### config.mk
export PLATFORM = sky130hd
export DESIGN_NAME = hazard_sequencer
export DESIGN_NICKNAME = d
export VERILOG_FILES = /design/src/rtl/hazard_sequencer_pkg.sv /design/src/rtl/hazard_scoreboard.sv /design/src/rtl/hazard_sequencer.sv
export SDC_FILE = /design/constraint.sdc
export NUM_CORES = 1
export LEC_CHECK = 0
export CAP_MARGIN = 30
export CORE_MARGIN = 4
export CORE_UTILIZATION = 60
export DETAILED_ROUTE_END_ITERATION = 7
export DONT_BUFFER_PORTS = 1
export PLACE_DENSITY = 0.76
export REMOVE_ABC_BUFFERS = 1
export SLEW_MARGIN = 20
export SYNTH_ARGS = -nofsm -noshare
export SYNTH_HDL_FRONTEND = slang
export SYNTH_SLANG_ARGS = --single-unit
### constraint.sdc
create_clock -name clk -period 1.8 [get_ports clk]
set_input_delay 0.18 -clock clk [delete_from_list [all_inputs] [get_ports clk]]
set_output_delay 0.18 -clock clk [all_outputs]
set_load 0.05 [all_outputs]
### src/rtl/hazard_sequencer_pkg.sv
// Shared encodings, state type and slot helpers for the hazard sequencer
// and its scoreboard.
package hazard_sequencer_pkg;

  localparam logic [1:0] FWD_RF  = 2'b00;
  localparam logic [1:0] FWD_MEM = 2'b01;
  localparam logic [1:0] FWD_WB  = 2'b10;

  localparam int         DRAIN_CYCLES = 3;
  localparam logic [4:0] ECALL_REG    = 5'd17;

  typedef enum logic [1:0] {
    ST_RUN    = 2'd0,
    ST_DRAIN  = 2'd1,
    ST_HALTED = 2'd2
  } state_e;

  typedef struct packed {
    logic       v;
    logic [4:0] rd;
    logic       rw;
  } wslot_t;

  // A slot only produces a value worth waiting for if it really writes a non-x0 register.
  function automatic logic writes_reg(wslot_t s, logic [4:0] r);
    return s.v & s.rw & (s.rd != 5'd0) & (s.rd == r);
  endfunction

  function automatic logic [1:0] fwd_sel(wslot_t mem, wslot_t wb, logic [4:0] rs);
    if (writes_reg(mem, rs))     return FWD_MEM;
    else if (writes_reg(wb, rs)) return FWD_WB;
    else                         return FWD_RF;
  endfunction

endpackage

### src/rtl/hazard_scoreboard.sv
// Shadow copy of the EX/MEM/WB slots plus the register-match logic that
// feeds stall, forwarding and ID-bypass decisions.
module hazard_scoreboard
  import hazard_sequencer_pkg::*;
(
  input  logic       clk,
  input  logic       reset,
  input  logic       i_load,
  input  logic       i_id_valid,
  input  logic [4:0] i_id_rs1,
  input  logic [4:0] i_id_rs2,
  input  logic       i_id_use_rs1,
  input  logic       i_id_use_rs2,
  input  logic [4:0] i_id_rd,
  input  logic       i_id_reg_write,
  input  logic       i_id_mem_read,
  output logic       o_load_use,
  output logic       o_x17_busy,
  output logic [1:0] o_fwd_a,
  output logic [1:0] o_fwd_b,
  output logic       o_bypass_rs1,
  output logic       o_bypass_rs2
);

  logic       r_ex_v;
  logic [4:0] r_ex_rd;
  logic       r_ex_rw;
  logic       r_ex_mr;
  logic [4:0] r_ex_rs1;
  logic [4:0] r_ex_rs2;
  wslot_t     r_mem;
  wslot_t     r_wb;
  wslot_t     w_ex;

  // Only valid bits are reset; a bubble clears EX fields so a dead slot never matches.
  always_ff @(posedge clk) begin
    if (reset) begin
      r_ex_v  <= 1'b0;
      r_mem.v <= 1'b0;
      r_wb.v  <= 1'b0;
    end else begin
      r_ex_v  <= i_load;
      r_mem.v <= r_ex_v;
      r_wb.v  <= r_mem.v;
    end
    r_ex_rd  <= i_load ? i_id_rd        : 5'd0;
    r_ex_rw  <= i_load ? i_id_reg_write : 1'b0;
    r_ex_mr  <= i_load ? i_id_mem_read  : 1'b0;
    r_ex_rs1 <= i_load ? i_id_rs1       : 5'd0;
    r_ex_rs2 <= i_load ? i_id_rs2       : 5'd0;
    r_mem.rd <= r_ex_rd;
    r_mem.rw <= r_ex_rw;
    r_wb.rd  <= r_mem.rd;
    r_wb.rw  <= r_mem.rw;
  end

  assign w_ex = {r_ex_v, r_ex_rd, r_ex_rw};

  assign o_load_use = i_id_valid & r_ex_mr &
                      ((i_id_use_rs1 & writes_reg(w_ex, i_id_rs1)) |
                       (i_id_use_rs2 & writes_reg(w_ex, i_id_rs2)));

  assign o_x17_busy = writes_reg(w_ex, ECALL_REG) | writes_reg(r_mem, ECALL_REG) |
                      writes_reg(r_wb, ECALL_REG);

  assign o_fwd_a      = fwd_sel(r_mem, r_wb, r_ex_rs1);
  assign o_fwd_b      = fwd_sel(r_mem, r_wb, r_ex_rs2);
  assign o_bypass_rs1 = i_id_use_rs1 & writes_reg(r_wb, i_id_rs1);
  assign o_bypass_rs2 = i_id_use_rs2 & writes_reg(r_wb, i_id_rs2);

endmodule

### src/rtl/hazard_sequencer.sv
// Pipeline hazard control: load-use / ecall stalls, EX forwarding selects,
// ID bypass, and the ecall-driven drain-and-halt sequence.
module hazard_sequencer
  import hazard_sequencer_pkg::*;
(
  input  logic       clk,
  input  logic       reset,
  input  logic       id_valid,
  input  logic [4:0] id_rs1,
  input  logic [4:0] id_rs2,
  input  logic       id_use_rs1,
  input  logic       id_use_rs2,
  input  logic [4:0] id_rd,
  input  logic       id_reg_write,
  input  logic       id_mem_read,
  input  logic       id_is_ecall,
  input  logic       rf_x17_eq_10,
  output logic       pc_write,
  output logic       if_id_write,
  output logic       id_ex_bubble,
  output logic [1:0] fwd_a,
  output logic [1:0] fwd_b,
  output logic       id_bypass_rs1,
  output logic       id_bypass_rs2,
  output logic       is_halted
);

  state_e     r_state;
  logic [1:0] r_cnt;
  logic       r_is_halted;

  logic       w_load_use;
  logic       w_x17_busy;
  logic       w_ecall_stall;
  logic       w_hold;
  logic       w_load;
  logic [1:0] w_fwd_a;
  logic [1:0] w_fwd_b;
  logic       w_byp1;
  logic       w_byp2;

  hazard_scoreboard u_sb (
    .clk            (clk),
    .reset          (reset),
    .i_load         (w_load),
    .i_id_valid     (id_valid),
    .i_id_rs1       (id_rs1),
    .i_id_rs2       (id_rs2),
    .i_id_use_rs1   (id_use_rs1),
    .i_id_use_rs2   (id_use_rs2),
    .i_id_rd        (id_rd),
    .i_id_reg_write (id_reg_write),
    .i_id_mem_read  (id_mem_read),
    .o_load_use     (w_load_use),
    .o_x17_busy     (w_x17_busy),
    .o_fwd_a        (w_fwd_a),
    .o_fwd_b        (w_fwd_b),
    .o_bypass_rs1   (w_byp1),
    .o_bypass_rs2   (w_byp2)
  );

  assign w_ecall_stall = id_valid & id_is_ecall & w_x17_busy;
  assign w_hold        = (r_state != ST_RUN) | w_load_use | w_ecall_stall;
  assign w_load        = id_valid & ~w_hold & ~reset;

  // Reset overrides the combinational view so the pipeline runs cleanly out of reset.
  assign pc_write      = reset | ~w_hold;
  assign if_id_write   = reset | ~w_hold;
  assign id_ex_bubble  = ~reset & w_hold;
  assign fwd_a         = reset ? FWD_RF : w_fwd_a;
  assign fwd_b         = reset ? FWD_RF : w_fwd_b;
  assign id_bypass_rs1 = ~reset & w_byp1;
  assign id_bypass_rs2 = ~reset & w_byp2;
  assign is_halted     = r_is_halted;

  always_ff @(posedge clk) begin
    if (reset) begin
      r_state     <= ST_RUN;
      r_cnt       <= 2'd0;
      r_is_halted <= 1'b0;
    end else begin
      case (r_state)
        ST_RUN: begin
          if (id_valid & id_is_ecall & ~w_ecall_stall & rf_x17_eq_10) begin
            r_state <= ST_DRAIN;
            r_cnt   <= 2'(DRAIN_CYCLES);
          end
        end
        ST_DRAIN: begin
          r_cnt <= r_cnt - 2'd1;
          if (r_cnt == 2'd1) begin
            r_state     <= ST_HALTED;
            r_is_halted <= 1'b1;
          end
        end
        ST_HALTED: r_state <= ST_HALTED;
        default:   r_state <= ST_RUN;
      endcase
    end
  end

endmodule

==> run metrics, run 1 <==
antenna cells=0; Max clock buf depth=2; latest clock arrival within the worst-skew pair=approximately 0.37 ns; VDD IR max=619 uV; leading cell type in the layout, fill and taps excluded=dfxtp_1; failing checks=negative setup slack; Core Area=a little over 3000 um2; DRC=0; post-synthesis xor/xnor area fraction=0.185; most frequent cells in the layout=dfxtp_1, xor2_1, dlygate4sd3_1; starting density of the core=0.624; Post-Synth Simple-Gate Area=0.272; synth top area cells=dfxtp_1, xor2_1, xnor2_1; final hold vios=0; power per cell area=approximately 640 nW/um2; Leak=0.00109 uW; final setup skew=between 0.015 and 0.02 ns; Final Instance Count excl. Fillers=between 200 and 300; placer's final routability congestion estimate=between 0.8 and 0.9; min Tclk post-route=~2.3 ns; Req. time, crit path=1.62 ns; dpl ws=-0.0380 ns; Nets=252; vias in the first global route=between 1500 and 2000; Core Rows=20; WS Path Type=register to primary output; final-layout fill cell count=80; area grow syn2layout=48.2%; Slew HR=0.624; R2R setup slack=-0.25 ns; GRT Residual Overflow=0; post-layout instance area=roughly 2800 um2; synthesized area per cell=10.9 um2; TritonCTS clock tree=yes; DP Area=approximately 2100 um2; area share of fa/ha/maj cells after synthesis=0.0199; largest family of logic cells by synthesized area=simple AND/OR/NAND/NOR gates; Async SR Flop Fraction=0; flop and latch count out of synthesis=37; root buf cell=clkbuf_4; Main synth FF type=dfxtp_1; warnings from Yosys=0; H-tree lvl count=2; Top-Level Pins=34; Netlist cell types=39; final worst slack=-0.538 ns; Slew Viols, Final=0; share of cells above drive strength 1=0.478; EDFF count, synth=0; CTS Sinks=37; Clock Pin Slew Worst Setup and Hold Paths=around 0.12 ns; CP Max Fanout=4; Post-Synthesis Cells=approximately 170; routed len/inst=approximately 27 um; initial antenna violation count=0; mapped cell area=roughly 1900 um2; chip height=64.1 um; vias per cell=roughly 6.6; final setup fails=28; Fmax=approximately 430 MHz; dpl hpwl=roughly 3100 um; Routed Antenna Nets=0; Port Buffer Count=0; first-pass GRT wire length=between 7000 and 8000 um; final worst-path cycle share=1.30; Yosys top cell area share=0.392; Critical Path End Type=primary output; die area=4110 um2; Hold WC Path Type=primary input to register; RSZ-0062 raised after global routing=yes; Synth Area in Compound Gates=0.0768; Synth area leader=dfxtp_1; Worst Tran Pin Value=between 0.5 and 0.6 ns; outcome=complete, but fails checks; largest net degree at the start of global routing=19; crit path DAT=between 2 and 2.5 ns; Total GRT Usage=0.256; post-synthesis sequential area ratio=0.392; Die W=64.1 um; final wirelength=between 7000 and 8000 um; Worst Setup Start Kind=register; via count=around 1800; drt pass-1 iters=5; fin util=0.925; CTS Buf Count=5; placed cells=around 230; initial drt markers=~260; max_cap viols=0; post-synthesis mux area share=0
==> per-layer routing <==
layer  share of wire  GRT usage
met1            0.34      0.311
met4           0.062     0.0844
met3            0.12     0.0598
met2            0.48      0.444
met5               0          0
==> through the flow <==
stage               power (uW)  setup TNS, ns  hold slack (ns)
finish                    1800          -7.32           0.0842
global route              1840          -8.31           0.0877
CTS                       1670          -2.03        0.0000613
detailed placement        1140         -0.131            0.249
global placement          1120       -0.00471            0.246
floorplan                 1070          -8.19            0.245
==> area by class of cell <==
cell class | count | area (um2) | area share
multi-input combinational | 121 | 1260 | 0.450
clock inverter | 1 | 5.00 | 0.00179
timing repair buffer | 55 | 632 | 0.226
clock buffer | 7 | 65.1 | 0.0232
tap | 44 | 55.1 | 0.0197
sequential | 37 | 766 | 0.273
inverter | 5 | 18.8 | 0.00670
==> flip-flops by register name (all words and copies together) (netlist names), 2 cells and up <==
register and flops:
u_sb.r_mem 7, u_sb.r_wb 7, u_sb.r_ex_rd 5, u_sb.r_ex_rs1 5, u_sb.r_ex_rs2 5, r_cnt 2
r_state 2
==> cell usage after synthesis, drive strengths merged, types with 2 or more instances <==
cell / count
o311ai: 2
dfxtp: 37
or3: 2
nand2: 2
nor4: 7
ha: 3
buf: 9
and3: 2
a211oi: 3
xnor2: 14
a21oi: 3
nand3: 6
nor2: 9
and4: 2
nor3: 5
nor2b: 4
nand4: 5
nor3b: 17
xor2: 26
inv: 5
==> worst max-delay path: stages, from the launching register on <==
cell	delay, ns
dfxtp_4	0.37
buf_4	0.16
xor2_1	0.15
nor4_2	0.21
nand3_1	0.20
a211oi_4	0.35
o21ba_2	0.21
buf_12	0.14
==> logic make-up (layout without fill, tap and decap cells) <==
family	Yosys count	count (layout)
simple gates	64	64
xor+xnor	40	40
flops	37	37
buf+inv	15	68
compound gates	14	14
fa+ha+maj	3	3
==> final timing paths <==
check                        startpoint                     endpoint  depth (start not counted)
max          u_sb.r_ex_rd[4]$_SDFF_PN0_                 id_ex_bubble                          7
min                               reset      r_state[1]$_SDFFE_PP0P_                          2
max reg2reg  u_sb.r_ex_rd[4]$_SDFF_PN0_  u_sb.r_ex_rs1[2]$_SDFF_PN0_                          9
min reg2reg     u_sb.r_ex_rw$_SDFF_PN0_        u_sb.r_mem[0]$_DFF_P_                          0
==> power breakdown <==
group          switching, uW  total [uW]  internal (uW)
sequential              50.4         907            856
clock                    310         536            226
combinational            181         354            173
==> timing repair <==
item | in CTS | in global routing
buffers inserted | 6 | 8
gates resized for setup | 31 | 43
setup endpoints to repair | 27 | 30
endpoints found under the hold margin | 21 | 3
hold buffers | 15 | 3
cloned | 0 | 3
pin swaps | 18 | 13
Note: power is estimated with default switching activity, not from simulation.
==> run 2: changes to the inputs <==
--- a/config.mk
+++ b/config.mk
@@ -7,10 +7,9 @@
 export LEC_CHECK = 0
 export CAP_MARGIN = 30
 export CORE_MARGIN = 4
-export CORE_UTILIZATION = 60
+export CORE_UTILIZATION = 35
 export DETAILED_ROUTE_END_ITERATION = 7
 export DONT_BUFFER_PORTS = 1
-export PLACE_DENSITY = 0.76
 export REMOVE_ABC_BUFFERS = 1
 export SLEW_MARGIN = 20
 export SYNTH_ARGS = -nofsm -noshare
==> run metrics, run 2 (synthesized netlist as in run 1, its figures left out) <==
outcome=complete, but fails checks; failing checks=negative setup slack; initial antenna violation count=0; final wirelength=around 4500 um; FF-to-FF path depth=8; latest clock arrival within the worst-skew pair=between 0.2 and 0.3 ns; Hold WC Path Type=primary input to register; chip height=81.5 um; FF-to-FF Start=u_sb.r_ex_rd[2]$_SDFF_PN0_; CTS Buf Count=5; final setup TNS=-2.47 ns; WS Path Type=register to primary output; largest net degree at the start of global routing=19; Worst path top cell family by delay=compound AO/OA/AOI/OAI gates; min Tclk post-route=about 2.1 ns; final worst-path cycle share=1.16; VDD IR max=around 530 uV; Nets=between 200 and 250; DRC=0; final hold vios=0; final-layout fill cell count=between 400 and 500; vias in the first global route=1400; Setup crit end=id_ex_bubble; Routed Antenna Nets=0; Max clock buf depth=2; worst setup path start=u_sb.r_ex_rd[2]$_SDFF_PN0_; fin util=0.483; Leak=between 0.0009 and 0.001 uW; CTS Sinks=37; initial drt markers=61; Slew Viols, Final=0; Port Buffer Count=0; Worst Tran Pin Value=between 0.5 and 0.6 ns; Critical Path End Type=primary output; crit path DAT=1.90 ns; leading cell type in the layout, fill and taps excluded=dfxtp_1; TritonCTS clock tree=yes; share of cells above drive strength 1=0.423; die area=6640 um2; final worst slack=-0.281 ns; final setup fails=25; power per cell area=690 nW/um2; GR Util met2=0.252; drt pass-1 iters=4; R2R setup slack=-0.07 ns; Die W=around 81 um; met1 Use GR=0.183; dpl hpwl=roughly 3200 um; antenna cells=0; Req. time, crit path=1.62 ns; area grow syn2layout=32.3%; H-tree lvl count=2; final setup skew=0.00659 ns; Worst R2R End=u_sb.r_ex_rd[0]$_SDFF_PN0_; RSZ-0062 raised after global routing=yes; root buf cell=clkbuf_8; Crit path depth=7; met3 GRT Util=0.0504; Core Rows=26; via count=roughly 1300; CP cell instances=buf_6, xor2_1, nor4_2, nand3_1, a211oi_4, o21ba_4, buf_12; Core Area=~5200 um2; starting density of the core=0.365; placer's final routability congestion estimate=between 0.8 and 0.9; first-pass GRT wire length=approximately 7300 um; Total GRT Usage=0.152; Worst Setup Start Kind=register; biggest regs=u_sb.r_mem (7), u_sb.r_wb (7); CP Max Fanout=3; CP max-delay cell=a211oi_4; CP max stage delay=about 0.34 ns; Fmax=481 MHz; WP buf/inv=2; Slew HR=0.658; max_cap viols=0; most frequent cells in the layout=dfxtp_1, xor2_1, xnor2_1; Top-Level Pins=34; Clock Pin Slew Worst Setup and Hold Paths=around 0.07 ns; GRT Residual Overflow=0; vias per cell=roughly 4.8; GRT busiest layer=met2; routed len/inst=between 15 and 20 um
[run 2: changes by cell type in the layout (fill, tap and decap cells not counted), sizes merged]
cell and change:
dlygate4sd3 -17, clkbuf -1, buf -6, clkinv -1
[run 2: routing by layer]
metal  part of all wire  wire length, um  vias up
met2               0.50             2270       23
met4              0.014               64        0
met1               0.44             1990      603
met3              0.048              220        5
li1                   -                -      658
met5                  0                0        -
[run 2: repair_timing]
item	in CTS	in global routing
pin swaps	14	11
gates resized for setup	33	13
gates cloned	1	1
hold endpoints to repair	6	0
hold buffers	1	0
setup endpoints to repair	27	30
setup buffers	3	2
[run 2: metrics by stage]
step | hold WS [ns] | total power (uW) | cells | setup WS [ns] | cell area, um2
global route | 0.0357 | 1810 | 271 | -0.368 | 2500
global placement | 0.250 | 1130 | 257 | -0.0837 | 2150
detailed placement | 0.251 | 1140 | 257 | -0.153 | 2150
finish | 0.0452 | 1720 | 271 | -0.281 | 2500
floorplan | 0.245 | 1070 | 163 | -1.12 | 1810
CTS | 0.0382 | 1730 | 269 | -0.334 | 2410
[run 2: cell type report]
class                           count  area, um2  area share
Sequential cell                    37        766       0.306
Clock buffer                        7       86.3      0.0346
Tap cell                           70       87.6      0.0351
Inverter                            5       18.8     0.00751
Timing Repair Buffer               31        380       0.152
Multi-Input combinational cell    121       1160       0.464
[run 2: where the power goes]
group          internal, uW  switching (uW)
combinational           131             124
sequential              858            40.0
clock                   303             268
total                  1290             432
[run 2: worst register-to-register path: stages, from the launching register on]
cell and delay [ns]:
dfxtp_2 0.33, buf_6 0.12, xor2_1 0.14, nor4_2 0.21, nand3_1 0.16, a211oi_4 0.34, buf_4 0.23, buf_8 0.15
nor3b_1 0.06
[run 2: worst min path at each step]
stage	startpoint	to	cells past startpoint
6_report	id_rd[2]	u_sb.r_ex_rd[2]$_SDFF_PN0_	1
5_1_grt	id_rd[2]	u_sb.r_ex_rd[2]$_SDFF_PN0_	1
4_1_cts	id_rd[3]	u_sb.r_ex_rd[3]$_SDFF_PN0_	1
3_5_place_dp	reset	r_cnt[0]$_SDFFE_PP0P_	1
3_3_place_gp	reset	r_cnt[0]$_SDFFE_PP0P_	1
2_1_floorplan	reset	r_cnt[0]$_SDFFE_PP0P_	1
